### src/rtl/fetch_pkg.sv
// Shared definitions for the instruction-fetch sequencer.
// FSM state codes, default vectors and redirect-source encoding.
package fetch_pkg;

    localparam logic [1:0] S_BOOT  = 2'd0;
    localparam logic [1:0] S_FETCH = 2'd1;
    localparam logic [1:0] S_HOLD  = 2'd2;
    localparam logic [1:0] S_DRAIN = 2'd3;

    localparam logic [9:0] RESET_VEC_DEF = 10'h000;
    localparam logic [9:0] TRAP_VEC_DEF  = 10'h3F0;

    localparam logic [1:0] SRC_SEQ  = 2'd0;
    localparam logic [1:0] SRC_JMP  = 2'd1;
    localparam logic [1:0] SRC_BR   = 2'd2;
    localparam logic [1:0] SRC_TRAP = 2'd3;

endpackage

### src/rtl/next_pc_sel.sv
// Next-PC priority mux: Trap > BrTaken > JmpTaken > pc+1.
// Ports: redirect inputs/targets, current pc; outputs next_pc, redirect.
module next_pc_sel
    import fetch_pkg::*;
#(
    parameter int ADDR_W = 10,
    parameter logic [ADDR_W-1:0] TRAP_VEC = ADDR_W'(TRAP_VEC_DEF)
) (
    input  logic              trap,
    input  logic              br_taken,
    input  logic [ADDR_W-1:0] br_target,
    input  logic              jmp_taken,
    input  logic [ADDR_W-1:0] jmp_target,
    input  logic [ADDR_W-1:0] pc,
    output logic [ADDR_W-1:0] next_pc,
    output logic              redirect
);

    logic [1:0] src;

    always_comb begin
        src = SRC_SEQ;
        if (trap) begin
            src = SRC_TRAP;
        end else if (br_taken) begin
            src = SRC_BR;
        end else if (jmp_taken) begin
            src = SRC_JMP;
        end
    end

    // Sequential increment wraps modulo 2^ADDR_W.
    always_comb begin
        next_pc = pc + ADDR_W'(1);
        case (src)
            SRC_TRAP: next_pc = TRAP_VEC;
            SRC_BR:   next_pc = br_target;
            SRC_JMP:  next_pc = jmp_target;
            default:  next_pc = pc + ADDR_W'(1);
        endcase
    end

    assign redirect = (src != SRC_SEQ);

endmodule

### src/rtl/fetch_sequencer.sv
// Handshake- and stall-aware instruction-fetch sequencer owning the PC.
// Ports: hazard inputs (Stall/Trap/Br/Jmp), imem req/ack, decode outputs.
module fetch_sequencer
    import fetch_pkg::*;
#(
    parameter int ADDR_W = 10,
    parameter int DATA_W = 32,
    parameter logic [ADDR_W-1:0] RESET_VEC = ADDR_W'(RESET_VEC_DEF),
    parameter logic [ADDR_W-1:0] TRAP_VEC  = ADDR_W'(TRAP_VEC_DEF)
) (
    input  logic              clk,
    input  logic              Reset_n,
    input  logic              Stall,
    input  logic              Trap,
    input  logic              BrTaken,
    input  logic [ADDR_W-1:0] BrTarget,
    input  logic              JmpTaken,
    input  logic [ADDR_W-1:0] JmpTarget,
    output logic              ImemReq,
    output logic [ADDR_W-1:0] ImemAddr,
    input  logic              ImemAck,
    input  logic [DATA_W-1:0] ImemData,
    output logic [DATA_W-1:0] Instr,
    output logic [ADDR_W-1:0] InstrPC,
    output logic              InstrValid,
    output logic              Flush,
    output logic [ADDR_W-1:0] Address,
    output logic [ADDR_W-1:0] Previous
);

    logic [1:0]        state_q, state_d;
    logic [ADDR_W-1:0] addr_q, addr_d;
    logic [ADDR_W-1:0] prev_q, prev_d;
    logic [ADDR_W-1:0] tgt_q, tgt_d;
    logic [DATA_W-1:0] hold_data_q, hold_data_d;
    logic [ADDR_W-1:0] hold_pc_q, hold_pc_d;
    logic [DATA_W-1:0] instr_q, instr_d;
    logic [ADDR_W-1:0] instr_pc_q, instr_pc_d;
    logic              valid_q, valid_d;
    logic              flush_q, flush_d;

    logic [ADDR_W-1:0] sel_pc;
    logic              redirect;

    next_pc_sel #(
        .ADDR_W   (ADDR_W),
        .TRAP_VEC (TRAP_VEC)
    ) u_next_pc_sel (
        .trap       (Trap),
        .br_taken   (BrTaken),
        .br_target  (BrTarget),
        .jmp_taken  (JmpTaken),
        .jmp_target (JmpTarget),
        .pc         (addr_q),
        .next_pc    (sel_pc),
        .redirect   (redirect)
    );

    always_comb begin
        state_d     = state_q;
        addr_d      = addr_q;
        tgt_d       = tgt_q;
        hold_data_d = hold_data_q;
        hold_pc_d   = hold_pc_q;
        instr_d     = instr_q;
        instr_pc_d  = instr_pc_q;
        valid_d     = 1'b0;
        flush_d     = redirect;

        unique case (state_q)
            S_BOOT: begin
                state_d = S_FETCH;
                if (redirect) begin
                    addr_d = sel_pc;
                end
            end
            S_FETCH: begin
                if (ImemAck) begin
                    // sel_pc is addr+1 unless a redirect discards this word.
                    addr_d = sel_pc;
                    if (!redirect) begin
                        if (!Stall) begin
                            instr_d    = ImemData;
                            instr_pc_d = addr_q;
                            valid_d    = 1'b1;
                        end else begin
                            hold_data_d = ImemData;
                            hold_pc_d   = addr_q;
                            state_d     = S_HOLD;
                        end
                    end
                end else if (redirect) begin
                    // Keep the handshake alive; retire it in DRAIN.
                    tgt_d   = sel_pc;
                    state_d = S_DRAIN;
                end
            end
            S_HOLD: begin
                if (redirect) begin
                    addr_d  = sel_pc;
                    state_d = S_FETCH;
                end else if (!Stall) begin
                    instr_d    = hold_data_q;
                    instr_pc_d = hold_pc_q;
                    valid_d    = 1'b1;
                    state_d    = S_FETCH;
                end
            end
            S_DRAIN: begin
                // Newest redirect wins, including one in the ack cycle.
                if (redirect) begin
                    tgt_d = sel_pc;
                end
                if (ImemAck) begin
                    addr_d  = redirect ? sel_pc : tgt_q;
                    state_d = S_FETCH;
                end
            end
            default: state_d = S_BOOT;
        endcase

        prev_d = (addr_d != addr_q) ? addr_q : prev_q;
    end

    always_ff @(posedge clk or negedge Reset_n) begin
        if (!Reset_n) begin
            state_q     <= S_BOOT;
            addr_q      <= RESET_VEC;
            prev_q      <= '0;
            tgt_q       <= '0;
            hold_data_q <= '0;
            hold_pc_q   <= '0;
            instr_q     <= '0;
            instr_pc_q  <= '0;
            valid_q     <= 1'b0;
            flush_q     <= 1'b0;
        end else begin
            state_q     <= state_d;
            addr_q      <= addr_d;
            prev_q      <= prev_d;
            tgt_q       <= tgt_d;
            hold_data_q <= hold_data_d;
            hold_pc_q   <= hold_pc_d;
            instr_q     <= instr_d;
            instr_pc_q  <= instr_pc_d;
            valid_q     <= valid_d;
            flush_q     <= flush_d;
        end
    end

    assign ImemReq    = (state_q == S_FETCH) || (state_q == S_DRAIN);
    assign ImemAddr   = addr_q;
    assign Address    = addr_q;
    assign Previous   = prev_q;
    assign Instr      = instr_q;
    assign InstrPC    = instr_pc_q;
    assign InstrValid = valid_q;
    assign Flush      = flush_q;

endmodule
### config.mk
export PLATFORM = sky130hd
export DESIGN_NAME = fetch_sequencer
export DESIGN_NICKNAME = d
export VERILOG_FILES = /design/src/rtl/fetch_pkg.sv /design/src/rtl/next_pc_sel.sv /design/src/rtl/fetch_sequencer.sv
export SDC_FILE = /design/constraint.sdc
export NUM_CORES = 1
export LEC_CHECK = 0
export ABC_CLOCK_PERIOD_IN_PS = 8200
export CAP_MARGIN = 15
export CORE_MARGIN = 3
export CORE_UTILIZATION = 24
export CTS_CLUSTER_SIZE = 30
export DETAILED_ROUTE_END_ITERATION = 16
export PLACE_DENSITY = 0.42
export SYNTH_ARGS = -nofsm -noshare
export SYNTH_HDL_FRONTEND = slang
export SYNTH_SLANG_ARGS = --single-unit
export TNS_END_PERCENT = 20
### constraint.sdc
create_clock -name clk -period 8.2 [get_ports clk]
set_clock_uncertainty 0.1 [all_clocks]
set_input_delay 1.23 -clock clk [delete_from_list [all_inputs] [get_ports clk]]
set_output_delay 1.23 -clock clk [all_outputs]
set_load 0.05 [all_outputs]
## Yosys cells after proc, flatten, opt, wreduce, memory -nomap -nowiden

Index checks and enable logic that the tools add are counted.
Widths: inputs -> output; s select.

| cells by class | value |
|---|---|
| bitwise logic cells | 1 |
| eq/ne operators | 18 |
| reduce and logical (&&, ||, !) cells | 10 |
| add/sub/neg operators | 1 |
| mux-type cells | 35 |

Operators with widths:

| cell | number |
|---|---|
| $mux 32 | 5 |
| $mux 10 | 10 |
| $pmux 32 s2 | 1 |
| $pmux 10 s3 | 2 |
| $pmux 10 s2 | 2 |
| $mux 2 | 9 |
| $ne 2x2->1 const B | 7 |
| $ne 3x3->1 const B | 4 |
| $add 10x1->10 const B | 1 |
| $ne 10x10->1 | 1 |
| $eq 2x2->1 const B | 4 |
| $pmux 2 s4 | 1 |
| $reduce_and 6->1 | 1 |
| $reduce_bool 2->1 | 3 |
| $reduce_and 5->1 | 1 |
| $eq 2x1->1 const B | 2 |
| $mux 1 | 4 |
| $reduce_and 4->1 | 1 |
| $logic_not 2->1 | 1 |
| $pmux 1 s2 | 1 |
| $reduce_and 2->1 | 1 |
| $reduce_or 2->1 | 1 |
| $logic_or 1x1->1 | 1 |
| $not 1->1 | 1 |

| word-level totals | value |
|---|---|
| output and inout bits | 75 |
| flip-flop bits (word level) | 118 |
| input bits | 59 |

## Longest topological paths before layout

| logic depth | value |
|---|---|
| depth in word-level cells | 9 |
| depth in mapped cells | 11 |

## By module

Synthesis repeated with hierarchy kept, for this count alone.

| unflattened totals | value |
|---|---|
| cells, all modules | 625 |
| area total of the unflattened synthesis | 6304.8 µm² |

By module, submodules not included:

| module | instances | cells each | area each (µm²) |
|---|---|---|---|
| fetch_sequencer | 1 | 566 | 5939.4 |
| next_pc_sel | 1 | 59 | 365.4 |

## Worst setup path before layout

No wires, ideal clock.

| timing path | value |
|---|---|
| path kind | input-to-reg |
| from | input BrTaken |
| to | register prev_q[0], in the netlist Previous[0] |
| library setup time | 0.125 ns |
| data required time | 7.975 ns |
| cell stages on the path | 9 |
| path buffers | 1 |
| setup slack | 4.086 ns |
| data arrival time | 3.889 ns |
| cells stage by stage | buf_6 -> or4_1 -> o22ai_1 -> a2bb2oi_2 -> a2111oi_0 -> a41o_1 -> or4_4 -> nor4_4 -> mux2_2 |

| on the way | value |
|---|---|
| longest elaborated chain between the ends | 8 |

Ends and longest elaborated chain:

| what | RTL line | RTL |
|---|---|---|
| start: declaration | fetch_sequencer.sv:15 | `input logic BrTaken,` |
| $mux 2 * | next_pc_sel.sv:25 | `end else if (br_taken) begin` |
| $mux 2 * | next_pc_sel.sv:23 | `if (trap) begin` |
| $eq 2x1->1 or $eq 2x2->1 (tied branches) | next_pc_sel.sv:35 | `case (src)` |
| $pmux 10 s3 | next_pc_sel.sv:35 |  |
| $mux 10 | n/a |  |
| $mux 10 | fetch_sequencer.sv:114 | `if (ImemAck) begin` |
| $pmux 10 s3 * | fetch_sequencer.sv:70 | `unique case (state_q)` |
| $ne 10x10->1 * | fetch_sequencer.sv:122 | `prev_d = (addr_d != addr_q) ? addr_q : prev_q;` |
| end signal: assignment | fetch_sequencer.sv:140 | `prev_q <= prev_d;` |
| end: declaration | fetch_sequencer.sv:33 | `logic [ADDR_W-1:0] prev_q, prev_d;` |

Every way passes the cells marked *; elsewhere a longest branch is shown, timed or not.
A chain may end at the register's enable or synchronous reset.

## Final worst setup path

| timing path | value |
|---|---|
| from | input Trap |
| to | register prev_q[9], in the netlist Previous[9] |

| on the way | value |
|---|---|
| longest elaborated chain between the ends | 7 |

Ends and longest elaborated chain:

| what | RTL line | RTL |
|---|---|---|
| start: declaration | fetch_sequencer.sv:14 | `input logic Trap,` |
| $mux 2 * | next_pc_sel.sv:23 |  |
| $eq 2x1->1 or $eq 2x2->1 (tied branches) | next_pc_sel.sv:35 |  |
| $pmux 10 s3 | next_pc_sel.sv:35 |  |
| $mux 10 | n/a |  |
| $mux 10 | fetch_sequencer.sv:114 |  |
| $pmux 10 s3 * | fetch_sequencer.sv:70 |  |
| $ne 10x10->1 * | fetch_sequencer.sv:122 |  |

Marks and branches as above.

==> flow_summary.toml <==
[yosys]
seq_area_frac_synth_pct = 47.6
syn_avg_cell_area_um2 = 10.0
synth_top_flop_cell = "dfrtp_1"
ys_types = 60
synth-warning-count = 0
syn_nets = 684
synthArstFlopShare_pct = 100
synth_edf_count = 0
ys_ff_latch = 118
syn_area_um2 = 6210
postSynthCellCount = 620

[floorplanning]
die_area_um2 = 27800
core_area_um2 = 25300
pin_count = 134
die_h_um = 167
chipWidth_um = 167
initial_core_util_pct = 24.5
core.rowCount = 58

[finish]
regArea_um2 = 2950
drive_above_1_share_pct = 14.0
multi_input_area_um2 = 2990
area_delta_synth_final_pct = 35.4
antennaDiodeCount = 0
fill_cells = 2575
nNetsFinal = 786
final_cells = 1065

[place]
finalWeightedCongestion = 0.899
io_buffers = 133
place_inst = 1033
preCtsSetupSlack_ns = 2.46
hpwl_mm = 13.5

[clock_tree]
clk_pin_slew_worst_paths_ns = 0.06
cts_hold_buf = 0
cts_setup_buffers = 0
numCtsBuffers = 17
cts.sinks = 118
clock_latency_ns = 0.42
cts_resized = 0
cts_root_buf = "clkbuf_16"
cts_tree = "done"
clockBufferDepth = 2
htree_levels = 4

[power]
powerDensity_nw_per_um2 = 466
power.leakage_nw = 3.36
peakVddDrop_v = 0.000252

[detailed_routing]
wire_per_inst_um = 18.7
drtPass1Iterations = 5
ant_nets = 0
drc = 0
via_per_inst = 4.95
drt_iter0_drc = 334
postRouteWirelength_mm = 20.0
vias = 5274

[setup_path]
crit_required_ns = 8.40
crit_arrival_ns = 5.52
crit_path_end_kind = "flop"
worstReg2RegEnd = "Previous[9]"
r2r-start = "state_q[0]"
crit_path_max_fanout = 21
rrSetupSlack_ns = 3.70
cp-start-kind = "input port"
rr_worst_depth = 10
crit_type = "in -> reg"

[min_path]
hp-class = "reg -> reg"
holdPathStages = 2
hold_end = "hold_pc_q[4]"
holdCritStartpoint = "hold_pc_q[4]"

[job]
cap_violations = 0

[timing]
period_share_pct = 65.0
grt_setup_unrepaired = "false"
finalHoldViolCount = 0
hold_slack_ns = 0.382
setup_ws_ns = 2.87
fin_crit_ns = 5.33
worst_slew_pin_slew_ns = 1.04
drv_slew = 0
relSlewSlack_pct = 30.5
finalSetupTns_ns = 0
setup_viol_count_final = 0
max_freq_mhz = 188

[global_route]
grt_pass1_wl_mm = 32.3
antenna_found_initial = 0
track_usage_pct = 14.7
grt_start_max_net_pins = 85
grt_pass1_vias = 5716
grt_overflow = 0

[outcome]
status = "finished clean"
==> state kept, by name, indices dropped and copies added, names as in the netlist <==
| register | cells |
|---|---|
| hold_data_q | 32 |
| Previous | 10 |
| tgt_q | 10 |
| InstrPC | 10 |
| Flush | 1 |
| hold_pc_q | 10 |
| Address | 10 |
| InstrValid | 1 |
| state_q | 2 |
| Instr | 32 |
==> where the power goes <==
group          switching, W  internal, W
clock network      0.000292     0.000521
registers          0.000257     0.000866
logic               0.00126     0.000719
total               0.00181      0.00211
==> cells in the mapped netlist (all sizes together) (6+ instances only) <==
master / instances / share of area [%]
a31oi: 8 / 0.81
nor2: 73 / 4.4
nor2b: 6 / 0.60
nand3: 10 / 0.81
mux2i: 49 / 7.9
clkbuf: 32 / 1.9
dfrtp: 118 / 48
mux2: 51 / 9.3
a21oi: 76 / 6.1
buf: 24 / 2.3
nand2: 30 / 1.8
nand2b: 7 / 0.83
a211oi: 6 / 0.73
o21ai: 33 / 2.7
inv: 10 / 0.60
==> routing by layer <==
| layer | global-route usage [%] | vias up | wire [um] |
|---|---|---|---|
| met5 | 0 | - | 0 |
| met4 | 5.74 | 0 | 471 |
| met3 | 4.65 | 37 | 1370 |
| met2 | 24.2 | 196 | 9600 |
| met1 | 17.9 | 2602 | 8520 |
| li1 | - | 2439 | - |
==> through the flow <==
| step | utilization (%) | power [W] | instance area [um2] |
|---|---|---|---|
| floorplan | - | 0.00245 | 6210 |
| global placement | 30.7 | 0.00312 | 7770 |
| detailed placement | 30.7 | 0.00312 | 7770 |
| CTS | 33.2 | 0.00396 | 8400 |
| global route | 33.2 | 0.00416 | 8400 |
| finish | 33.2 | 0.00392 | 8400 |
==> layout by cell type, fill, tap and decap left out, drive strengths merged, types with 5 or more instances in the layout <==
cell,synthesis,layout
clkinv,0,7
a31oi,8,8
nor2b,6,6
nand2b,7,7
mux2i,49,49
clkbuf,32,19
nor2,73,73
and2,5,5
buf,24,7
a21oi,76,76
ha,5,5
dfrtp,118,118
nand2,30,30
nand3,10,10
clkdlybuf4s50,0,132
mux2,51,51
a211oi,6,6
o21ai,33,33
inv,10,12
o22ai,5,5
==> worst max-delay path by stage <==
stage / to / cells after the start / start
floorplan: Previous[0] / 9 / BrTaken
global placement: Previous[8] / 11 / Trap
detailed placement: Previous[3] / 11 / Trap
CTS: Previous[9] / 11 / Trap
global route: Previous[0] / 11 / Trap
finish: Previous[9] / 11 / Trap
==> worst max-delay path, stage by stage <==
cell and delay, ns:
clkdlybuf4s50_1 0.94, nor3_2 0.06, buf_4 0.24, inv_1 0.46
o21ai_0 0.36, a21boi_0 0.40, a2bb2oi_1 0.25, mux2i_1 0.23
o2111ai_1 0.19, nor4_4 0.73, mux2_2 0.41
==> cell type report <==
cell class              instances  area share, %
multi-input cells             436           35.5
repair buffers                139           16.4
well taps                     330           4.91
inverters                      10          0.447
flip-flops and latches        118           35.1
clock inverters                13           2.32
clock buffers                  19           5.27
==> cell families (layout without fill, tap and decap cells) <==
kind of cell / after synthesis / in the layout / share of synthesized area (%)
AO/OA/AOI/OAI: 171 / 171 / 16.8
AND/OR/NAND/NOR: 159 / 159 / 12.4
flip-flops: 118 / 118 / 47.6
multiplexers: 100 / 100 / 17.2
buffers and inverters: 66 / 181 / 4.88
adder cells (fa/ha/maj): 5 / 5 / 1.01
XOR/XNOR: 1 / 1 / 0.141
No activity file was read; power rests on OpenSTA's default activity.
